### config.mk
export PLATFORM = sky130hd
export DESIGN_NAME = mult_div_unit
export DESIGN_NICKNAME = d
export VERILOG_FILES = /design/src/rtl/mult_div_unit.sv
export SDC_FILE = /design/constraint.sdc
export NUM_CORES = 1
export LEC_CHECK = 0
export ABC_CLOCK_PERIOD_IN_PS = 5100
export BUFFER_PORTS_ARGS = -buffer_cell sky130_fd_sc_hd__buf_2
export CAP_MARGIN = 10
export CORE_UTILIZATION = 38
export DETAILED_ROUTE_END_ITERATION = 6
export PLACE_DENSITY = 0.59
export SLEW_MARGIN = 20
export SYNTH_ARGS = -nofsm -noshare
export SYNTH_HDL_FRONTEND = slang
export SYNTH_SLANG_ARGS = --single-unit
### constraint.sdc
create_clock -name i_CLK -period 5.1 [get_ports i_CLK]
set_clock_uncertainty 0.15 [all_clocks]
set_input_delay 0.51 -clock i_CLK [delete_from_list [all_inputs] [get_ports i_CLK]]
set_output_delay 0.51 -clock i_CLK [all_outputs]
set_load 0.02 [all_outputs]
### src/rtl/mult_div_unit.sv
// mult_div_unit: iterative multiply/divide unit with architectural HI/LO.
//   Radix-2 shift-add multiply and restoring divide, one bit per cycle,
//   DATA_WIDTH cycles per op. MTHI/MTLO write HI/LO at once.
// Optional feature macro: MDU_SIGNED_EN (ops 100/101 become signed MULT/DIV;
//   when undefined they are ignored like the reserved codes).
// Ports:
//   i_CLK, i_RST (async, active-low)
//   i_Start, i_Op[2:0], i_SrcA, i_SrcB : op request
//   i_Flush  : abort the in-flight op (also blocks a same-cycle start)
//   o_Busy   : iteration in progress
//   o_Done   : one-cycle pulse after a MULT/DIV commit
//   o_HI, o_LO : committed HI/LO registers
module mult_div_unit #(
  parameter int DATA_WIDTH = 32
) (
  input  logic                  i_CLK,
  input  logic                  i_RST,
  input  logic                  i_Start,
  input  logic [2:0]            i_Op,
  input  logic [DATA_WIDTH-1:0] i_SrcA,
  input  logic [DATA_WIDTH-1:0] i_SrcB,
  input  logic                  i_Flush,
  output logic                  o_Busy,
  output logic                  o_Done,
  output logic [DATA_WIDTH-1:0] o_HI,
  output logic [DATA_WIDTH-1:0] o_LO
);
  localparam int W  = DATA_WIDTH;
  localparam int CW = $clog2(DATA_WIDTH) + 1;

  typedef enum logic [1:0] {S_IDLE, S_RUN, S_DONE} state_e;

  state_e         state_q, state_d;
  logic [CW-1:0]  cnt_q, cnt_d;
  logic [W-1:0]   wa_q, wa_d;   // multiply: running high half; divide: partial remainder
  logic [W-1:0]   wb_q, wb_d;   // multiply: multiplier / low half; divide: dividend -> quotient
  logic [W-1:0]   wm_q, wm_d;   // multiplicand or divisor magnitude
  logic           div_q, div_d;
  logic           negq_q, negq_d; // negate product / quotient at commit
  logic           negr_q, negr_d; // negate remainder at commit
  logic [W-1:0]   hi_q, hi_d, lo_q, lo_d;

  logic [W:0]     mul_sum, div_sh, div_diff;
  logic [W-1:0]   it_a, it_b, res_hi, res_lo, mag_a, mag_b;
  logic [2*W-1:0] prod;
  logic           nq_start, nr_start, accept;

  always_comb begin
    // One iteration of the current op, from the work registers.
    mul_sum  = {1'b0, wa_q} + (wb_q[0] ? {1'b0, wm_q} : '0);
    div_sh   = {wa_q, wb_q[W-1]};
    div_diff = div_sh - {1'b0, wm_q};
    if (div_q) begin
      // Restoring step: keep the subtraction only when it did not borrow.
      if (!div_diff[W]) begin
        it_a = div_diff[W-1:0];
        it_b = {wb_q[W-2:0], 1'b1};
      end else begin
        it_a = div_sh[W-1:0];
        it_b = {wb_q[W-2:0], 1'b0};
      end
    end else begin
      it_a = mul_sum[W:1];
      it_b = {mul_sum[0], wb_q[W-1:1]};
    end

    // Sign correction applied only to the value being committed.
    prod = {it_a, it_b};
    if (negq_q) prod = -prod;
    if (div_q) begin
      res_hi = negr_q ? -it_a : it_a;
      res_lo = negq_q ? -it_b : it_b;
    end else begin
      res_hi = prod[2*W-1:W];
      res_lo = prod[W-1:0];
    end

`ifdef MDU_SIGNED_EN
    // Magnitudes for signed ops; the most negative value maps to 2^(W-1).
    mag_a    = (i_Op[2] && i_SrcA[W-1]) ? -i_SrcA : i_SrcA;
    mag_b    = (i_Op[2] && i_SrcB[W-1]) ? -i_SrcB : i_SrcB;
    nq_start = i_Op[2] && (i_SrcA[W-1] ^ i_SrcB[W-1]);
    nr_start = i_Op[2] && i_SrcA[W-1];
`else
    mag_a    = i_SrcA;
    mag_b    = i_SrcB;
    nq_start = 1'b0;
    nr_start = 1'b0;
`endif

    accept = i_Start && !i_Flush;

    state_d = state_q;
    cnt_d   = cnt_q;
    wa_d    = wa_q;
    wb_d    = wb_q;
    wm_d    = wm_q;
    div_d   = div_q;
    negq_d  = negq_q;
    negr_d  = negr_q;
    hi_d    = hi_q;
    lo_d    = lo_q;

    case (state_q)
      S_RUN: begin
        if (i_Flush) begin
          state_d = S_IDLE;
        end else begin
          wa_d  = it_a;
          wb_d  = it_b;
          cnt_d = cnt_q - 1'b1;
          if (cnt_q == CW'(1)) begin
            hi_d    = res_hi;
            lo_d    = res_lo;
            state_d = S_DONE;
          end
        end
      end
      default: begin // S_IDLE and S_DONE accept ops identically
        state_d = S_IDLE;
        if (accept) begin
          case (i_Op)
            3'b010: hi_d = i_SrcA;
            3'b011: lo_d = i_SrcA;
`ifdef MDU_SIGNED_EN
            3'b000, 3'b001, 3'b100, 3'b101: begin
`else
            3'b000, 3'b001: begin
`endif
              if (i_Op[0] && i_SrcB == '0) begin
                // Divide by zero skips iteration entirely.
                hi_d    = i_SrcA;
                lo_d    = '1;
                state_d = S_DONE;
              end else begin
                wa_d    = '0;
                wb_d    = mag_a;
                wm_d    = mag_b;
                div_d   = i_Op[0];
                negq_d  = nq_start;
                negr_d  = nr_start;
                cnt_d   = CW'(DATA_WIDTH);
                state_d = S_RUN;
              end
            end
            default: ; // reserved: ignored
          endcase
        end
      end
    endcase
  end

  always_ff @(posedge i_CLK or negedge i_RST) begin
    if (!i_RST) begin
      state_q <= S_IDLE;
      cnt_q   <= '0;
      wa_q    <= '0;
      wb_q    <= '0;
      wm_q    <= '0;
      div_q   <= 1'b0;
      negq_q  <= 1'b0;
      negr_q  <= 1'b0;
      hi_q    <= '0;
      lo_q    <= '0;
    end else begin
      state_q <= state_d;
      cnt_q   <= cnt_d;
      wa_q    <= wa_d;
      wb_q    <= wb_d;
      wm_q    <= wm_d;
      div_q   <= div_d;
      negq_q  <= negq_d;
      negr_q  <= negr_d;
      hi_q    <= hi_d;
      lo_q    <= lo_d;
    end
  end

  assign o_Busy = (state_q == S_RUN);
  assign o_Done = (state_q == S_DONE);
  assign o_HI   = hi_q;
  assign o_LO   = lo_q;
endmodule

==> results by group, run 1 <==
Critical path
  – Worst r2r src: wb_q[0]
  – Worst Setup SP: wb_q[0]
  – CP startpoint kind: register
  – Crit-path max FO: 34
  – Worst R2R Setup Slack: 0.91 ns
  – CP Data Arrival Time: 4.38 ns
  – CP Class: register to register
  – Critical Path End Type: register
  – Worst EP required: approximately 5.3 ns

STA
  – Final hold violation count: 6
  – Period Utilization, post-route: 82.1%
  – Worst-margin pin slew: 1.02 ns
  – RSZ-0062 raised after global routing: false
  – Final Setup Violations: 0
  – Slew Limit Fails: 0
  – Hold slack final: -0.00847 ns
  – Setup TNS: 0 ns
  – Slew HR: 31.5%
  – Tmin final: 4.19 ns
  – F_max: 239 MHz

Finish
  – Share of layout cells above drive strength 1: between 10 and 15%
  – Final nets: between 1.5k and 2k
  – Layout Utilization: 44.0%
  – Fill cells: 3139
  – Inserted Diodes: 0
  – Final cell count without fillers: 1982
  – Area Growth Syn to Fin: 13.5%

Synth
  – Yosys top cell area share: roughly 36%
  – Mapped Area: 11900 um^2
  – Syn Nets: 1619
  – Unique masters post-synth: between 70 and 80
  – Yosys reg bits: 169
  – Area leader, netlist: dfrtp_1
  – Top_reg_cell synth: dfrtp_1
  – Syn Area/Cell: 8.03 um^2
  – Async SR Flop Fraction: 100%
  – Yosys warnings: 0
  – Area contributors post-synth: dfrtp_1, nand2_1, ha_1
  – EDFF count, synth: 0
  – Synthesized netlist cell count: between 1k and 1.5k
  – Register area share after synthesis: 35.6%

Detailed routing
  – Total number of vias: 11.1k
  – Drt first-iter violations: 1000
  – Routed WL: 39.6 mm
  – Via/cell ratio: 5.61
  – WL/cell: 20.0 um
  – TritonRoute pass-1 iters: 5
  – DRC: 0
  – ANT nets after route: 0

Worst hold path
  – Class of the worst hold path: input port to asynchronous set/reset pin

Floorplan
  – Initial core utilization: 38.8%
  – # IOs: approximately 140
  – Die width: 179 um
  – Die footprint: 32000 um^2
  – # rows: 64
  – Core Area: 30700 um^2
  – Die span in y: 179 um

Pwr
  – Power per cell area: 682 nW/um^2
  – Max IR drop VDD: 0.299 mV
  – Leakage: slightly above 6 nW
  – Power Total: 9.21 mW

Global routing
  – Largest net degree at the start of global routing: 87
  – Grt total ovfl: 0
  – Antenna violations before repair: 1
  – Vias in the first global route: 10.9k
  – GRT Util Overall: between 20% and 30%
  – First-pass GRT wire length: around 62 mm

Clocking
  – PostCTS Resize Cnt: 0
  – Hold_buf cts: 0
  – CTS Buffer Depth: 2
  – Skew-Pair Late Insertion Delay: 0.46 ns
  – Sink Count: 169
  – Root Driver: clkbuf_16
  – CTS tree: built
  – H-tree depth: 4
  – Cts bufs inserted: 17
  – Setup bufs post-CTS: 0
  – Clock Pin Slew Worst Setup and Hold Paths: 0.08 ns

Placed design
  – RePlAce Congestion: 0.908
  – Hpwl dp: 30.3 mm
  – Cells after DPL: roughly 2.0k
  – Port-buffer cells: around 140

Flow run
  – Max Cap Viol: 0

Status
  – Failing checks: hold timing
  – Status: complete, but fails checks
==> final cells by class <==
class	instances	area (um^2)	area share, %
clock buffers	17	425	3.15
clock inverters	14	141	1.05
inverters	50	188	1.39
multi-input cells	1181	7190	53.2
flip-flops and latches	169	4230	31.3
well taps	396	495	3.67
repair buffers	155	830	6.15
==> cell families after synthesis <==
family	synth area share [%]
and+or+nand+nor	21.0
adders and majority gates	7.28
AOI/OAI and AO/OA	23.0
muxes	5.11
DFF	35.6
buffers and inverters	4.35
xor gates and xnor gates	3.68
==> worst paths after layout <==
path	end	cells after the start
min in group i_CLK	wm_q[11]	3
hold reg to reg	wb_q[3]	2
setup / recovery	o_HI[28]	11
max in group asynchronous	o_HI[5]	2
hold / removal	wm_q[26]	1
setup reg to reg	o_HI[28]	11
==> synth_stat cells (7+ instances only) <==
cell,instances
o21ai_0,142
a31oi_1,36
nor3_1,24
mux2_2,14
dfrtp_1,169
nor2_1,156
and2_1,38
xnor2_1,30
a221oi_1,7
nor4_1,13
nand4_1,10
xor2_1,20
a211oi_1,11
nand3_1,14
a21o_1,23
mux2i_1,45
nand2_1,265
inv_1,49
ha_1,66
o21bai_1,9
a21oi_1,108
clkbuf_1,66
o211ai_1,10
nand2b_1,13
o22ai_1,9
==> worst max-delay path, cell delays in order, from the launching register on <==
cell       delay (ns)
dfrtp_1          0.73
and2_1           0.31
ha_1             0.39
nand2_1          0.12
or4_1            0.53
a31oi_1          0.33
o2111ai_1        0.31
o31ai_1          0.38
nor3_1           0.09
nor4_1           0.30
a311oi_1         0.11
a221oi_1         0.31
==> power breakdown <==
| group | internal [mW] | leakage [nW] | switching (mW) | total [mW] |
|---|---|---|---|---|
| Combinational | 1.95 | 3.81 | 3.41 | 5.36 |
| Clock | 0.684 | 0.276 | 0.626 | 1.31 |
| Sequential | 1.94 | 2.04 | 0.604 | 2.54 |
==> per-stage QoR <==
step                worst slack [ns]  instance area (um^2)  hold slack [ns]
floorplan                       1.74                 11900           0.0644
global placement                1.05                 12900            0.336
detailed placement             0.919                 12900            0.341
CTS                            0.904                 13500           0.0172
global route                   0.495                 13500           0.0680
finish                         0.913                 13500         -0.00847
==> metal layers <==
| metal | vias to the layer above | GRT usage (%) | wire (um) |
|---|---|---|---|
| met2 | 349 | 38.1 | 17000 |
| met3 | 46 | 4.13 | 2350 |
| met4 | 0 | 7.80 | 825 |
| met5 | - | 0 | 0 |
| li1 | 5426 | - | - |
| met1 | 5290 | 37.5 | 19400 |
==> state kept, by name (all words and copies together) (netlist names) <==
name     count
cnt_q        6
wm_q        32
o_HI        32
wa_q        32
o_LO        32
state_q      2
wb_q        32
div_q        1
==> cell usage in the layout, fill, tap and decap left out, types with 5 or more instances in the layout <==
cell,count
nand2_1,265
dfrtp_1,168
nor2_1,153
o21ai_0,142
buf_2,135
a21oi_1,108
ha_1,66
inv_1,49
mux2i_1,45
and2_1,38
a31oi_1,36
xnor2_1,30
nor3_1,23
a21o_1,23
xor2_1,20
buf_4,19
clkbuf_16,17
nand3_1,14
mux2_2,14
nor4_1,13
nand2b_1,12
a211oi_1,11
nand4_1,10
o211ai_1,10
o22ai_1,9
o21bai_1,8
a221oi_1,7
nor2b_1,6
o21a_1,6
and3_1,6
o31ai_1,6
a22oi_1,6
o22a_1,6
nor3b_1,5
Power figures use the tool's default switching activity.
==> inputs of run 2 (changes only) <==
--- a/config.mk
+++ b/config.mk
@@ -5,7 +5,8 @@
 export SDC_FILE = /design/constraint.sdc
 export NUM_CORES = 1
 export LEC_CHECK = 0
-export ABC_CLOCK_PERIOD_IN_PS = 5100
+export ABC_AREA = 1
+export ABC_CLOCK_PERIOD_IN_PS = 4200
 export BUFFER_PORTS_ARGS = -buffer_cell sky130_fd_sc_hd__buf_2
 export CAP_MARGIN = 10
 export CORE_UTILIZATION = 38
==> constraint.sdc (replaced) <==
create_clock -name i_CLK -period 4.2 [get_ports i_CLK]
set_clock_uncertainty 0.15 [all_clocks]
set_input_delay 0.42 -clock i_CLK [delete_from_list [all_inputs] [get_ports i_CLK]]
set_output_delay 0.42 -clock i_CLK [all_outputs]
set_load 0.02 [all_outputs]
==> results by group, run 2 <==
Floorplan
  – # IOs: 137 (unchanged)
  – Die footprint: 35800 um^2 (+12%)
  – Die span in y: 189 um (+5.7%)
  – Core Area: 34500 um^2 (+13%)
  – # rows: 68 (+6.3%)
  – Initial core utilization: 38.5% (-0.24 points)
  – Die width: 189 um (+5.7%)

Pwr
  – Internal Power: 4.01 mW (-12%)
  – Gate power share: 44.6% (-14 points)
  – Power Total: 7.31 mW (-21%)
  – Power per cell area: 486 nW/um^2 (-29%)
  – Reg power frac: 32.4% (+4.8 points)
  – Net Sw Power: 3.30 mW (-29%)
  – Leakage: 8.27 nW (+35%)
  – Sw frac: 45.2% (-5.2 points)
  – Max IR drop VDD: 0.375 mV (+26%)
  – Clock power frac: 23.0% (+8.8 points)

Global routing
  – Largest net degree at the start of global routing: 127 (+46%)
  – GRT Util Overall: 25.9% (+0.35 points)
  – First-pass GRT wire length: 70.8 mm (+14%)
  – Grt total ovfl: 0 (unchanged)
  – Antenna violations before repair: 1 (unchanged)
  – Vias in the first global route: 12.5k (+15%)

Placed design
  – Hpwl dp: 35.6 mm (+18%)
  – Cells after DPL: 2607 (+34%)
  – Port-buffer cells: 136 (unchanged)
  – RePlAce Congestion: 0.968 (+6.6%)
  – Placement Setup Slack: 0.823 ns (-0.0966 ns)
  – Area after DPL: 14400 um^2 (+11%)

STA
  – RSZ-0062 raised after global routing: false
  – Final Setup Violations: 0 (unchanged)
  – Setup TNS: 0 ns (unchanged)
  – Tmin final: 3.39 ns (-0.793 ns)
  – Hold slack final: 0.0313 ns (+0.0397 ns)
  – Worst-margin pin slew: 0.958 ns (-0.0628 ns)
  – Slew HR: 36.2% (+4.6 points)
  – F_max: 295 MHz (+23%)
  – Final hold violation count: 0 (-6)
  – Slew Limit Fails: 0 (unchanged)
  – Period Utilization, post-route: 80.8% (-1.3 points)
  – Worst Slack Setup Final: 0.806 ns (-0.107 ns)

Clocking
  – Sink Count: 169 (unchanged)
  – Hold_buf cts: 1 (+1)
  – Root Driver: clkbuf_16
  – H-tree depth: 4 (unchanged)
  – PostCTS Resize Cnt: 0 (unchanged)
  – CTS Buffer Depth: 2 (unchanged)
  – Cts bufs inserted: 17 (unchanged)
  – Skew-Pair Late Insertion Delay: 0.46 ns (about the same)
  – Clock Pin Slew Worst Setup and Hold Paths: 0.08 ns (about the same)
  – Setup bufs post-CTS: 0 (unchanged)
  – CTS tree: built

Detailed routing
  – Via/cell ratio: 5.03 (-10%)
  – Routed WL: 45.5 mm (+15%)
  – Total number of vias: 13.3k (+20%)
  – WL/cell: 17.2 um (-14%)
  – ANT nets after route: 0 (unchanged)
  – Drt first-iter violations: 880 (-12%)
  – TritonRoute pass-1 iters: 5 (unchanged)
  – DRC: 0 (unchanged)

Critical path
  – RR Endpoint: wa_q[13]
  – Crit-path max FO: 34 (unchanged)
  – Worst r2r src: wb_q[31]
  – Worst path max stage delay: 0.40 ns (-0.33 ns)
  – Critical Path, Cell by Cell: inv_1, ha_1, inv_1, fa_1, nand2_1, nand2_1, nand3_2, nand2_2, nand2_2, nand2_4, nand2_4, nand3_4, nand2_8, nand2_1, nand3_1, nand2_1, nand2_1, o21ai_1
  – CP startpoint kind: register
  – CP Class: register to register
  – Crit-path most repeated cell: nand2_1
  – Worst R2R Setup Slack: 0.81 ns (-0.11 ns)
  – Worst EP required: 4.37 ns (-0.93 ns)
  – Worst r2r path cells: 18 (+7)
  – CP Data Arrival Time: 3.57 ns (-0.81 ns)
  – Worst Setup SP: wb_q[31]
  – Critical Path End Type: register
  – Crit-path slowest cell: nand2_8
  – CP endpoint: wa_q[13]

Synth
  – Register area share after synthesis: 31.8% (-3.8 points)
  – Unique masters post-synth: 50 (-34%)
  – Area leader, netlist: dfrtp_1
  – Synthesized netlist cell count: 2073 (+40%)
  – Async SR Flop Fraction: 100% (unchanged)
  – Area contributors post-synth: dfrtp_1, nand2_1, inv_1
  – Top_reg_cell synth: dfrtp_1
  – Mapped Area: 13300 um^2 (+12%)
  – Post-synth top cells: nand2_1, inv_1, dfrtp_1
  – Syn Nets: 2212 (+37%)
  – Yosys reg bits: 169 (unchanged)
  – Yosys top cell area share: 31.8% (-3.8 points)
  – Syn Area/Cell: 6.42 um^2 (-20%)
  – EDFF count, synth: 0 (unchanged)
  – Count leader, synth: nand2_1
  – Yosys warnings: 0 (unchanged)

Finish
  – Commonest cells after routing, fill and taps aside: nand2_1, inv_1, a21oi_1, dfrtp_1, buf_2
  – Inserted Diodes: 0 (unchanged)
  – Commonest non-fill, non-tap cell in the layout: nand2_1
  – Share of layout cells above drive strength 1: 10.8% (-3.2 points)
  – Layout Utilization: 43.5% (-0.49 points)
  – Cell area after layout: 15000 um^2 (+11%)
  – Area Growth Syn to Fin: 12.9%
  – Final cell count without fillers: 2640 (+33%)
  – Fill cells: 3788 (+21%)
  – Final nets: 2311 (+35%)

Worst hold path
  – Hold Startpoint: i_SrcB[18]
  – Class of the worst hold path: input port to register

Status
  – Status: complete, no violations

Flow run
  – Max Cap Viol: 0 (unchanged)
[run 2: cell types whose count changed after synthesis, sizes merged, moves of 26 or more]
cell and change:
nand2 +456, nand3 +85, a21oi +67, a31oi -34, and2 -34, nor2 -47
inv +301, a21boi +27, a22oi +26, mux2i -45
[run 2: layout make-up]
cell class / count / area [um^2] / share of cell area [%]
inverters: 351 / 1320 / 8.77
repair buffers: 151 / 840 / 5.59
flip-flops and latches: 169 / 4230 / 28.1
clock inverters: 14 / 186 / 1.24
well taps: 455 / 569 / 3.79
multi-input cells: 1482 / 7460 / 49.6
clock buffers: 18 / 429 / 2.86
[run 2: layer usage]
metal / share of wire, % / track usage (%) / vias up
met5: 0.022 / 0 / -
met4: 3.4 / 10.2 / 2
met3: 4.0 / 3.37 / 65
met2: 46 / 41.9 / 330
met1: 47 / 34.9 / 6140
li1: - / - / 6750
[run 2: worst max-delay path: cells and delay by family (launching register included)]
family | cells | cell delay (ns)
compound gates | 1 | 0.07
fa+ha+maj | 2 | 0.61
buf+inv | 2 | 0.20
simple gates | 13 | 1.79
flops | 1 | 0.38
[run 2: cells by family after synthesis]
group / after synthesis / synth area share, %
AO/OA/AOI/OAI: 399 / 16.9
XOR/XNOR: 15 / 0.987
adder cells (fa/ha/maj): 68 / 6.51
buffers and inverters: 422 / 12.4
flip-flops: 169 / 31.8
AND/OR/NAND/NOR: 1000 / 31.4
[run 2: worst min-delay path by stage]
| stage | endpoint | slack [ns] | cells after the start |
|---|---|---|---|
| 6_report | wm_q[18] | 0.03 | 3 |
| 5_1_grt | wm_q[15] | 0.04 | 3 |
| 4_1_cts | wm_q[18] | 0.004 | 3 |
| 3_5_place_dp | wb_q[31] | 0.34 | 2 |
| 3_3_place_gp | wb_q[1] | 0.33 | 2 |
| 2_1_floorplan | cnt_q[0] | -0.03 | 0 |
[run 2: power groups by stage]
stage                     registers (mW)  clock network [mW]  logic [mW]
after floorplan                     2.50                   0        2.07
after global placement              2.39                   0        3.24
after detailed placement            2.39                   0        3.25
after CTS                           2.37                1.73        3.27
after global routing                2.42                1.77        3.67
final                               2.37                1.68        3.26
==> inputs of run 3 (changes only) <==
--- a/config.mk
+++ b/config.mk
@@ -6,12 +6,12 @@
 export NUM_CORES = 1
 export LEC_CHECK = 0
 export ABC_AREA = 1
-export ABC_CLOCK_PERIOD_IN_PS = 4200
+export ABC_CLOCK_PERIOD_IN_PS = 2800
 export BUFFER_PORTS_ARGS = -buffer_cell sky130_fd_sc_hd__buf_2
 export CAP_MARGIN = 10
 export CORE_UTILIZATION = 38
 export DETAILED_ROUTE_END_ITERATION = 6
-export PLACE_DENSITY = 0.59
+export PLACE_DENSITY = 0.61
 export SLEW_MARGIN = 20
 export SYNTH_ARGS = -nofsm -noshare
 export SYNTH_HDL_FRONTEND = slang
==> constraint.sdc (replaced) <==
create_clock -name i_CLK -period 2.8 [get_ports i_CLK]
set_clock_uncertainty 0.15 [all_clocks]
set_input_delay 0.28 -clock i_CLK [delete_from_list [all_inputs] [get_ports i_CLK]]
set_output_delay 0.28 -clock i_CLK [all_outputs]
set_load 0.02 [all_outputs]
==> results by group, run 3 (synthesized netlist as in run 2, its figures left out) <==
STA
  – F_max: 364 MHz (+23%)
  – Hold slack final: -0.00650 ns (-0.0378 ns)
  – Final hold violation count: 1 (+1)
  – Slew Limit Fails: 0 (unchanged)
  – Worst Slack Setup Final: 0.0500 ns (-0.756 ns)
  – Period Utilization, post-route: 98.2% (+17 points)
  – Tmin final: 2.75 ns (-0.644 ns)
  – Slew HR: 57.9% (+22 points)
  – RSZ-0062 raised after global routing: true
  – Setup TNS: 0 ns (unchanged)
  – Final Setup Violations: 0 (unchanged)
  – Worst-margin pin slew: 0.632 ns (-0.326 ns)

Placed design
  – Port-buffer cells: 136 (unchanged)
  – Hpwl dp: 38.0 mm (+6.6%)
  – RePlAce Congestion: 0.995 (+2.9%)
  – Placement Setup Slack: -0.0460 ns (-0.869 ns)

Flow run
  – Max Cap Viol: 0 (unchanged)

Finish
  – Inserted Diodes: 0 (unchanged)
  – Share of layout cells above drive strength 1: 21.8% (+11 points)
  – Commonest non-fill, non-tap cell in the layout: nand2_1
  – Area Growth Syn to Fin: 30.6%
  – Commonest cells after routing, fill and taps aside: nand2_1, inv_1, dfrtp_1
  – Final nets: 2489 (+7.7%)
  – Layout Utilization: 50.3% (+6.8 points)

Global routing
  – First-pass GRT wire length: 75.1 mm (+6.1%)
  – Met3 Resource Use GR: 3.28% (-0.093 points)
  – Gr busiest metal: met2
  – Met2 Use GR: 45.4% (+3.5 points)
  – Met1 usage: 35.7% (+0.78 points)
  – Vias in the first global route: 13.6k (+8.4%)
  – Grt total ovfl: 0 (unchanged)
  – Largest net degree at the start of global routing: 97 (-24%)
  – Antenna violations before repair: 0 (-1)
  – GRT Util Overall: 27.5% (+1.6 points)

Critical path
  – Crit-path max FO: 7 (-79%)
  – Critical Path End Type: register
  – CP bufs+invs: 4 (+2)
  – Crit-path slowest cell: dfrtp_1
  – Crit-path most repeated cell: nand2_1
  – CP Class: register to register
  – Critical Path, Cell by Cell: ha_1, nand2_2, inv_1, nand2_1, nand2_1, inv_1, nand2_1, a21oi_4, nand3_4, buf_12, buf_12, nand3b_1, nand3_1, nand2_1, nand2_2, a21boi_2
  – Worst path max stage delay: 0.45 ns (+0.05 ns)
  – Largest delay contributor family on the critical path: simple AND/OR/NAND/NOR gates
  – CP Data Arrival Time: 2.99 ns (-0.58 ns)
  – Worst EP required: 3.04 ns (-1.33 ns)
  – CP startpoint kind: register

Worst hold path
  – Class of the worst hold path: input port to register

Clocking
  – Clock Pin Slew Worst Setup and Hold Paths: 0.08 ns (about the same)
  – CTS tree: built
  – H-tree depth: 4 (unchanged)
  – Cts bufs inserted: 17 (unchanged)
  – CTS Buffer Depth: 2 (unchanged)
  – Sink Count: 169 (unchanged)
  – Root Driver: clkbuf_16
  – Skew-Pair Late Insertion Delay: 0.47 ns (about the same)

Pwr
  – Sw frac: 45.2% (about the same)
  – Internal Power: 6.58 mW (+64%)
  – Net Sw Power: 5.42 mW (+64%)
  – Gate power share: 50.0% (+5.4 points)
  – Max IR drop VDD: 0.434 mV (+16%)
  – Power per cell area: 690 nW/um^2 (+42%)
  – Clock power frac: 20.5% (-2.5 points)
  – Leakage: 9.22 nW (+11%)
  – Reg power frac: 29.4% (-3.0 points)

Floorplan
  – Core Area: 34500 um^2 (unchanged)
  – Die width: 189 um (unchanged)
  – Die footprint: 35800 um^2 (unchanged)
  – # IOs: 137 (unchanged)
  – Die span in y: 189 um (unchanged)
  – Initial core utilization: 38.5% (unchanged)
  – # rows: 68 (unchanged)

Status
  – Failing checks: hold timing
  – Status: complete, but fails checks

Detailed routing
  – Total number of vias: 14.5k (+9.0%)
  – DRC: 0 (unchanged)
  – ANT nets after route: 0 (unchanged)
  – WL/cell: 17.5 um (+1.7%)
  – TritonRoute pass-1 iters: 5 (unchanged)
  – Via/cell ratio: 5.14 (+2.1%)
  – Routed WL: 49.3 mm (+8.5%)
  – Drt first-iter violations: 956 (+8.6%)
[run 3: worst min-delay path: stages]
cell      delay, ns
buf_2          0.11
a21oi_1        0.06
a21boi_1       0.11
[run 3: path summary, 6_finish.rpt]
check | from | endpoint | slack [ns] | cells past startpoint
min in group asynchronous | i_RST | o_LO[13] | 0.22 | 2
max in group asynchronous | i_RST | o_HI[23] | 1.45 | 3
max | wa_q[21] | o_HI[12] | 0.05 | 16
max reg2reg | wa_q[21] | o_HI[12] | 0.05 | 16
min | i_SrcA[13] | o_HI[13] | -0.007 | 3
min reg2reg | cnt_q[5] | cnt_q[5] | 0.36 | 2
[run 3: layout make-up]
| cell class | count | area [um^2] |
|---|---|---|
| Clock buffer | 18 | 439 |
| Inverter | 351 | 1320 |
| Timing Repair Buffer | 327 | 2450 |
| Sequential cell | 169 | 4240 |
| Fill cell | 3548 | 17200 |
| Tap cell | 455 | 569 |
| Multi-Input combinational cell | 1484 | 8190 |
| Clock inverter | 14 | 173 |
[run 3: power groups by stage]
stage,logic (mW),registers (mW),clock network (mW)
after floorplan,3.11,3.75,0
final,6.00,3.53,2.46
after global routing,6.62,3.59,2.60
after CTS,5.56,3.52,2.52
after global placement,5.40,3.55,0
after detailed placement,5.41,3.55,0
[run 3: layer usage]
layer,vias up,wire [um],share of wire (%)
met5,-,0,0
met4,0,2350,4.8
met3,101,2330,4.7
met2,446,22900,46
met1,6802,21700,44
li1,7133,-,-
[run 3: repair_timing]
action,CTS,global route
pin swaps,12,22
setup buffers,3,7
hold endpoints to repair,101,0
setup endpoints to repair,19,82
gates cloned,3,2
gates resized for setup,22,151
hold buffers,41,0
[run 3: metrics by stage]
stage	power, mW	std cells	cell area, um^2
global placement	8.95	2731	15500
global route	12.8	2818	17400
floorplan	6.86	2073	13300
detailed placement	8.96	2731	15500
finish	12.0	2818	17400
CTS	11.6	2810	16700
